## src/rtl/fifo_stream_pkg.sv

```systemverilog
// Shared constants, types and helpers for the FIFO stream reader.
package fifo_stream_pkg;

  localparam int unsigned SKID_DEPTH = 2;

  typedef logic [1:0] occ_t;

  // Number of bits needed to hold values 0..value-1.
  function automatic int unsigned clog2(input int unsigned value);
    int unsigned bits;
    int unsigned rem;
    bits = 0;
    rem  = (value > 0) ? value - 1 : 0;
    while (rem > 0) begin
      bits = bits + 1;
      rem  = rem >> 1;
    end
    return bits;
  endfunction

endpackage

```

## src/rtl/fifo_stream_reader_if.sv

```systemverilog
// Valid/ready stream carrying data plus an end-of-burst marker.
interface fifo_stream_reader_if #(
  parameter int unsigned DATA_WIDTH = 32
) ();

  logic [DATA_WIDTH-1:0] m_data;
  logic                  m_valid;
  logic                  m_ready;
  logic                  m_last;

  modport master (output m_data, output m_valid, output m_last, input m_ready);
  modport slave  (input m_data, input m_valid, input m_last, output m_ready);

endinterface

```

## src/rtl/stream_skid_buf2.sv

```systemverilog
// Two-entry in-order buffer; head is slot0, push writes the first free slot.
module stream_skid_buf2
  import fifo_stream_pkg::*;
#(
  parameter int unsigned DATA_WIDTH = 32
) (
  input  logic                  clk,
  input  logic                  rst,
  input  logic                  push,
  input  logic                  pop,
  input  logic [DATA_WIDTH-1:0] din,
  output occ_t                  count,
  output logic [DATA_WIDTH-1:0] head
);

  logic [DATA_WIDTH-1:0] slot0_q, slot0_d;
  logic [DATA_WIDTH-1:0] slot1_q, slot1_d;
  occ_t                  count_q, count_d;
  logic                  pop_eff;

  always_comb begin
    slot0_d = slot0_q;
    slot1_d = slot1_q;
    count_d = count_q;
    pop_eff = pop && (count_q != occ_t'(0));
    case ({push, pop_eff})
      2'b10: begin
        if (count_q == occ_t'(0)) slot0_d = din;
        else                      slot1_d = din;
        count_d = occ_t'(count_q + occ_t'(1));
      end
      2'b01: begin
        slot0_d = slot1_q;
        count_d = occ_t'(count_q - occ_t'(1));
      end
      // Simultaneous push/pop: head advances, new word lands behind it.
      2'b11: begin
        if (count_q == occ_t'(1)) begin
          slot0_d = din;
        end else begin
          slot0_d = slot1_q;
          slot1_d = din;
        end
      end
      default: ;
    endcase
  end

  always_ff @(posedge clk) begin
    if (rst) begin
      slot0_q <= '0;
      slot1_q <= '0;
      count_q <= '0;
    end else begin
      slot0_q <= slot0_d;
      slot1_q <= slot1_d;
      count_q <= count_d;
    end
  end

  assign count = count_q;
  assign head  = slot0_q;

`ifndef SYNTHESIS
  a_count_bound: assert property (@(posedge clk) disable iff (rst)
    count_q <= occ_t'(SKID_DEPTH))
    else $error("skid buffer count exceeds depth");
  a_no_full_push: assert property (@(posedge clk) disable iff (rst)
    !(push && !pop_eff && (count_q == occ_t'(SKID_DEPTH))))
    else $error("capture into full skid buffer");
`endif

endmodule

```

## src/rtl/fifo_stream_reader.sv

```systemverilog
// Drains a latency-1 FIFO into a valid/ready stream framed into fixed-length bursts.
module fifo_stream_reader
  import fifo_stream_pkg::*;
#(
  parameter int unsigned DATA_WIDTH = 32,
  parameter int unsigned BURST_LEN  = 16,
  parameter int unsigned CNT_WIDTH  = 16
) (
  input  logic                       clk,
  input  logic                       rst,
  input  logic [DATA_WIDTH-1:0]      fifo_dout,
  input  logic                       fifo_empty,
  output logic                       fifo_rd_en,
  fifo_stream_reader_if.master       m_if,
  output logic                       burst_done,
  output logic [CNT_WIDTH-1:0]       burst_cnt
);

  localparam int unsigned          BEAT_BITS = clog2(BURST_LEN);
  localparam logic [CNT_WIDTH-1:0] LAST_BEAT = CNT_WIDTH'(BURST_LEN - 1);

  if (BEAT_BITS > CNT_WIDTH) begin : g_cnt_too_narrow
    $error("CNT_WIDTH too narrow for BURST_LEN");
  end

  occ_t                  count;
  logic [DATA_WIDTH-1:0] head;
  logic                  valid;
  logic                  last;
  logic                  pop;
  logic                  room;
  logic                  rd_en;

  logic                  inflight_q, inflight_d;
  logic [CNT_WIDTH-1:0]  beat_q, beat_d;
  logic                  burst_done_q, burst_done_d;
  logic [CNT_WIDTH-1:0]  burst_cnt_q, burst_cnt_d;

  stream_skid_buf2 #(
    .DATA_WIDTH (DATA_WIDTH)
  ) u_skid (
    .clk   (clk),
    .rst   (rst),
    .push  (inflight_q),
    .pop   (pop),
    .din   (fifo_dout),
    .count (count),
    .head  (head)
  );

  // Issue a read only when the word is guaranteed a slot on arrival.
  always_comb begin
    valid        = (count != occ_t'(0));
    last         = valid && (beat_q == LAST_BEAT);
    pop          = valid && m_if.m_ready;
    room         = (3'(count) + 3'(inflight_q)) < (3'(SKID_DEPTH) + 3'(pop));
    rd_en        = !fifo_empty && room && !rst;
    inflight_d   = rd_en;
    beat_d       = beat_q;
    if (pop) begin
      beat_d = last ? '0 : CNT_WIDTH'(beat_q + CNT_WIDTH'(1));
    end
    burst_done_d = pop && last;
    burst_cnt_d  = CNT_WIDTH'(burst_cnt_q + CNT_WIDTH'(burst_done_d));
  end

  always_ff @(posedge clk) begin
    if (rst) begin
      inflight_q   <= 1'b0;
      beat_q       <= '0;
      burst_done_q <= 1'b0;
      burst_cnt_q  <= '0;
    end else begin
      inflight_q   <= inflight_d;
      beat_q       <= beat_d;
      burst_done_q <= burst_done_d;
      burst_cnt_q  <= burst_cnt_d;
    end
  end

  assign fifo_rd_en   = rd_en;
  assign m_if.m_data  = head;
  assign m_if.m_valid = valid;
  assign m_if.m_last  = last;
  assign burst_done   = burst_done_q;
  assign burst_cnt    = burst_cnt_q;

endmodule

```

## src/flat_wrapper.sv

```systemverilog
// flat-port wrapper written by rule: the top's interface ports become plain ports
module fifo_stream_reader_flat import fifo_stream_pkg::*;
#(
  parameter int unsigned DATA_WIDTH = 32,
  parameter int unsigned BURST_LEN  = 16,
  parameter int unsigned CNT_WIDTH  = 16
)
  (clk, rst, fifo_dout, fifo_empty, fifo_rd_en, burst_done, burst_cnt, m_if_m_data, m_if_m_valid, m_if_m_last, m_if_m_ready);
  fifo_stream_reader_if #(.DATA_WIDTH(DATA_WIDTH)) m_if_i ();
  input  logic clk;
  input  logic rst;
  input  logic [DATA_WIDTH-1:0] fifo_dout;
  input  logic fifo_empty;
  output logic fifo_rd_en;
  output logic burst_done;
  output logic [CNT_WIDTH-1:0] burst_cnt;
  output wire logic [$bits(m_if_i.m_data)-1:0] m_if_m_data;
  output wire logic [$bits(m_if_i.m_valid)-1:0] m_if_m_valid;
  output wire logic [$bits(m_if_i.m_last)-1:0] m_if_m_last;
  input wire logic [$bits(m_if_i.m_ready)-1:0] m_if_m_ready;
  assign m_if_m_data = m_if_i.m_data;
  assign m_if_m_valid = m_if_i.m_valid;
  assign m_if_m_last = m_if_i.m_last;
  assign m_if_i.m_ready = m_if_m_ready;
  fifo_stream_reader #(.DATA_WIDTH(DATA_WIDTH), .BURST_LEN(BURST_LEN), .CNT_WIDTH(CNT_WIDTH)) u_core (.clk(clk), .rst(rst), .fifo_dout(fifo_dout), .fifo_empty(fifo_empty), .fifo_rd_en(fifo_rd_en), .m_if(m_if_i), .burst_done(burst_done), .burst_cnt(burst_cnt));
endmodule
```

## config.mk

```make
export PLATFORM = sky130hd
export DESIGN_NAME = fifo_stream_reader_flat
export DESIGN_NICKNAME = d
export VERILOG_FILES = /design/src/rtl/fifo_stream_pkg.sv /design/src/rtl/fifo_stream_reader_if.sv /design/src/rtl/stream_skid_buf2.sv /design/src/rtl/fifo_stream_reader.sv /design/src/flat_wrapper.sv
export SDC_FILE = /design/constraint.sdc
export NUM_CORES = 1
export LEC_CHECK = 0
export BUFFER_PORTS_ARGS = -buffer_cell sky130_fd_sc_hd__buf_2
export CORE_MARGIN = 2
export CORE_UTILIZATION = 40
export DETAILED_ROUTE_END_ITERATION = 7
export PLACE_DENSITY = 0.65
export SYNTH_ARGS = -nofsm -noshare
export SYNTH_HDL_FRONTEND = slang
export SYNTH_HIERARCHICAL = 1
export SYNTH_SLANG_ARGS = --single-unit
```

## constraint.sdc

```tcl
create_clock -name clk -period 3.9 [get_ports clk]
set_clock_uncertainty 0.05 [all_clocks]
set_input_delay 0.39 -clock clk [delete_from_list [all_inputs] [get_ports clk]]
set_output_delay 0.39 -clock clk [all_outputs]
set_load 0.01 [all_outputs]
```

Word-level counts from Yosys, hierarchy flattened:

Index checks and enable logic that the tools add are counted.
Widths: inputs -> output; s select.

* flip-flop bits (word level): 100
* bits of input ports: 36
* logic and storage cells: 45
* output and inout port bits: 52

* magnitude comparators: 1
* reduce and logical (&&, ||, !) cells: 15
* multiplexer cells: 8
* add/sub/neg operators: 6
* eq/ne operators: 8

Operators with widths (count)
* $mux 32: 4
* $pmux 32 s3: 1
* $pmux 32 s2: 1
* $add 16x1->16: 1
* $add 16x1->16 const B: 1
* $eq 16x4->1 const B: 1
* $mux 16: 1
* $logic_and 1x1->1: 6
* $ne 2x2->1 const B: 3
* $reduce_bool 2->1: 3
* $eq 2x1->1 const B: 2
* $eq 2x2->1 const B: 2
* $pmux 2 s2: 1
* $add 2x1->3: 1
* $add 2x1->3 const A: 1
* $lt 3x3->1: 1
* $reduce_and 3->1: 1
* $reduce_bool 3->1: 1
* $add 2x1->2 const B: 1
* $logic_not 1->1: 2
* $logic_not 2->1: 1
* $reduce_and 2->1: 1
* $sub 2x1->2 const B: 1

Longest topological paths before layout:

* depth in word-level cells: 6
* mapped depth: 10
* mapped depth without buffers: 10

Cells and area by module:

The synthesis kept the hierarchy.

By module, submodules not included
* stream_skid_buf2: cells an instance 356, area an instance 3011.6 um^2, seq. area each 1321.3 um^2, instances 1
* fifo_stream_reader: cells an instance 169, area an instance 1547.7 um^2, seq. area each 680.7 um^2, instances 1

Least setup slack after synthesis:

No wires, ideal clock.

* kind: register -> register
* from: register u_core.beat_q[0]
* to: register u_core.burst_cnt_q[12] (netlist: u_core/burst_cnt[12])
* required time: 3722 ps
* library setup time: 128 ps
* cell stages (with the launch flop): 11
* clock period less this slack: 2156 ps
* slack: 1744 ps
* path buffers: 0
* arrival time: 1979 ps
* path through: dfxtp_1 > ha_1 > o2111a_2 > nand2_1 > nor2_1 > ha_1 > ha_1 > nand2_1 > nor4_1 > xnor2_1 > nor2_1

* longest elaborated chain between the ends: 4

Ends and longest elaborated chain
* start, declared: RTL line fifo_stream_reader.sv:35 `logic [CNT_WIDTH-1:0] beat_q, beat_d;`
* start signal, assigned: RTL line fifo_stream_reader.sv:75 `beat_q <= beat_d;`
* $eq 16x4->1: RTL line fifo_stream_reader.sv:54 `last = valid && (beat_q == LAST_BEAT);`
* $logic_and 1x1->1: RTL line fifo_stream_reader.sv:54
* $logic_and 1x1->1: RTL line fifo_stream_reader.sv:63 `burst_done_d = pop && last;`
* net u_core.burst_done_d: RTL line fifo_stream_reader.sv:36 `logic burst_done_q, burst_done_d;`
* $add 16x1->16: RTL line fifo_stream_reader.sv:64 `burst_cnt_d = CNT_WIDTH'(burst_cnt_q + CNT_WIDTH'(burst_done_d));`
* end signal, assigned: RTL line fifo_stream_reader.sv:77 `burst_cnt_q <= burst_cnt_d;`
* end, declared: RTL line fifo_stream_reader.sv:37 `logic [CNT_WIDTH-1:0] burst_cnt_q, burst_cnt_d;`

The timed path passes the listed nets, and every way through them passes these cells.
A chain may end at the register's enable or synchronous reset.

Worst setup path in the final report:

* from: register u_core.u_skid.count_q[0] (netlist: u_core/u_skid/count[0])
* to: register u_core.u_skid.slot1_q[10]

* longest elaborated chain between the ends: 6
* elaborated cells on any way between the ends: 12
* those cells by class: eq/ne (5); mux (1); reduce/logical (6)

Ends and longest elaborated chain
* start, declared: RTL line stream_skid_buf2.sv:18 `occ_t count_q, count_d;`
* start signal, assigned: RTL line stream_skid_buf2.sv:57 `count_q <= count_d;`
* $reduce_bool 2->1: RTL line stream_skid_buf2.sv:25, fifo_stream_reader.sv:53
* $logic_and 1x1->1: RTL line fifo_stream_reader.sv:55 `pop = valid && m_if.m_ready;`
* $logic_and 1x1->1: RTL line stream_skid_buf2.sv:25 `pop_eff = pop && (count_q != occ_t'(0));`
* $eq 2x2->1: RTL line stream_skid_buf2.sv:26 `case ({push, pop_eff})`
* $ne 2x2->1 (no line) or $reduce_bool 2->1 (tied branches)
* $reduce_and 3->1 (no line)
* end signal, assigned: RTL line stream_skid_buf2.sv:56 `slot1_q <= slot1_d;`
* end, declared: RTL line stream_skid_buf2.sv:17 `logic [DATA_WIDTH-1:0] slot1_q, slot1_d;`

Several ways; a longest one is shown, not always the timed one.

==> results_dict.tcl <==
set metrics [dict create \
    crit_path_end_kind "flop" \
    grt_pass1_vias 3885 \
    path_class "flop to flop" \
    htreeDepth 3 \
    grt_max_degree 65 \
    period_share_pct 75.9 \
    design_area_um2 5300 \
    synth_area_per_cell_um2 8.68 \
    grt_pass1_wl_um 18800 \
    netlist_instances 525 \
    io_pins 88 \
    vias_per_cell 5.61 \
    num_rows 38 \
    final_common_cell "dfxtp_1" \
    async_flop_share_pct 0 \
    mostFrequentLayoutCells "dfxtp_1 (100), buf_2 (87), nand3_1 (75), o21ai_0 (68), nor2_1 (60)" \
    finalHoldViolations 0 \
    max_slew_margin_pct 25.4 \
    cts-resized-gates 0 \
    cp-start-kind "flop" \
    crit_fanout 32 \
    finalWirelength_um 11300 \
    route.detailed.drc 0 \
    setup_viol 0 \
    r2r_cells 6 \
    area_growth_pct 16.2 \
    holdPathStages 2 \
    cts_sinks 100 \
    fin_setup_tns_ns 0 \
    synth_cell_types 44 \
    fillerInstances 1065 \
    synth_fp_nets 572 \
    rsz0062_at_grt "no" \
    clockBufferDepth 2 \
    start_util_pct 41.5 \
    place_area_um2 4980 \
    root_buffer "clkbuf_16" \
    max-cap-violations 0 \
    drt_iter0_markers 275 \
    grt.total_usage_pct 18.4 \
    fmax_mhz 338 \
    insertedDiodeCount 0 \
    design.die.area_um2 12300 \
    die_width_um 111 \
    dieHeight_um 111 \
    rrSetupSlack_ns 0.94 \
    wire_per_inst_um 15.5 \
    dr.pass1.iters 5 \
    worstMarginPinSlew_ns 1.12 \
    synth-edff-count 0 \
    synth-seq-cells 100 \
    final_layout_size_suffix_gt1_share_pct 22.0 \
    reg2reg_from "u_core/u_skid/count[0]" \
    p_leak_nw 2.06 \
    port_buffers 87 \
    yosysWarnings 6 \
    fin_crit_ns 2.96 \
    cts_setup_buffers 0 \
    core-area_um2 11000 \
    p_per_area_nw_per_um2 489 \
    crit_path_end "u_core/u_skid/slot1_q[10]" \
    status "complete, no violations" \
    dp_hpwl_um 7310 \
    hp-class "input port to flop" \
    seqCellArea_um2 2000 \
    ys_seq_area_share_pct 43.9 \
    postRouteAntennaNets 0 \
    r2r-end "u_core/u_skid/slot1_q[10]" \
    antenna_found_initial 0 \
    grt_overflow_total 0 \
    worstSkewPairLatency_ns 0.35 \
    cp.arrival_ns 3.19 \
    synth_flop_cell "dfxtp_1" \
    startpoint "u_core/u_skid/count[0]" \
    syn_area_um2 4560 \
    layout.nets 634 \
    clk_pin_slew_ns 0.07 \
    cts_tree "yes" \
    cts_hold_buf 0 \
    required_ns 4.13 \
    numCtsBuffers 9 \
    slew_viol_final 0 \
    peakVddDrop_mv 0.323 \
    gp_congestion 0.779 \
    multi_input_area_um2 2290 \
    vias 4105 \
]
synthesized netlist by cell type, types with 3 or more instances:
| library cell | count | share of area, % |
|---|---|---|
| a21oi_1 | 39 | 4.3 |
| a311oi_1 | 21 | 4.0 |
| a311oi_2 | 11 | 3.6 |
| and3_1 | 3 | 0.41 |
| buf_2 | 15 | 1.6 |
| buf_6 | 5 | 1.2 |
| clkbuf_1 | 18 | 1.5 |
| dfxtp_1 | 100 | 44 |
| ha_1 | 11 | 3.0 |
| inv_1 | 7 | 0.58 |
| nand2_1 | 7 | 0.58 |
| nand2b_1 | 3 | 0.41 |
| nand3_1 | 75 | 8.2 |
| nand4_1 | 9 | 1.2 |
| nor2_1 | 61 | 5.0 |
| nor2b_1 | 4 | 0.55 |
| nor3_1 | 5 | 0.55 |
| nor4_1 | 6 | 0.82 |
| o21ai_0 | 68 | 7.5 |
| o31ai_1 | 3 | 0.49 |
| or3_1 | 3 | 0.41 |
| or4_1 | 3 | 0.49 |
| xnor2_1 | 10 | 1.9 |
| xor2_1 | 13 | 2.5 |
cell type report:
| class | instances | share of cell area [%] |
|---|---|---|
| Inverter | 7 | 0.496 |
| Timing Repair Buffer | 94 | 9.21 |
| Clock inverter | 5 | 1.42 |
| Tap cell | 140 | 3.31 |
| Sequential cell | 100 | 37.8 |
| Multi-Input combinational cell | 375 | 43.2 |
| Clock buffer | 11 | 4.58 |
logic make-up after synthesis:
kind of cell	Yosys count	synth area share [%]
AO/OA/AOI/OAI	150	21.4
AND/OR/NAND/NOR	188	20.4
multiplexers	3	0.796
buffers and inverters	50	6.01
flip-flops	100	43.9
adder cells (fa/ha/maj)	11	3.02
XOR/XNOR	23	4.42
stage by stage:
step	hold WS, ns	cells	worst slack [ns]	total power, mW	utilization, %
2_1_floorplan	0.400	525	1.74	1.53	-
3_3_place_gp	0.407	716	1.10	1.64	45.4
3_5_place_dp	0.413	716	0.940	1.65	45.4
4_1_cts	0.162	732	0.949	2.61	48.3
5_1_grt	0.188	732	0.658	2.72	48.3
6_report	0.172	732	0.941	2.59	48.3
critical path, cell delays in order, from the launching register on:
cell,delay [ns]
dfxtp_1,0.46
o21a_1,0.44
nor2b_1,0.33
ha_1,0.34
a22o_1,0.85
o21ai_0,0.20
a21oi_1,0.20
where the power goes:
part	switching, mW	leakage, nW	internal (mW)	total [mW]
clock	0.383	0.159	0.576	0.959
sequential	0.0492	0.815	1.11	1.16
combinational	0.291	1.08	0.177	0.469
per-layer routing:
| metal | wire length [um] | GRT usage, % | up-vias | share of wire, % |
|---|---|---|---|---|
| met1 | 5110 | 23.9 | 1931 | 45 |
| met5 | 0 | 0 | - | 0 |
| met2 | 5280 | 28.9 | 115 | 47 |
| met3 | 688 | 4.98 | 21 | 6.1 |
| met4 | 236 | 7.58 | 0 | 2.1 |
| li1 | - | - | 2038 | - |
worst min-delay path by stage:
stage | start | endpoint | slack, ns
CTS | fifo_empty | u_core/inflight_q | 0.16
global route | fifo_empty | u_core/inflight_q | 0.19
global placement | u_core/u_skid/slot1_q[7] | u_core/u_skid/slot1_q[7] | 0.41
finish | fifo_empty | u_core/inflight_q | 0.17
detailed placement | u_core/u_skid/slot1_q[2] | u_core/u_skid/slot1_q[2] | 0.41
floorplan | u_core/u_skid/slot1_q[0] | u_core/u_skid/slot1_q[0] | 0.40
registers in the layout (all words and copies together) (netlist names):
name and cells:
u_core/inflight_q 1, u_core/beat_q 16, u_core/burst_cnt 16, u_core/burst_done 1, u_core/u_skid/head 32, u_core/u_skid/count 2
u_core/u_skid/slot1_q 32
Power figures use the tool's default switching activity.
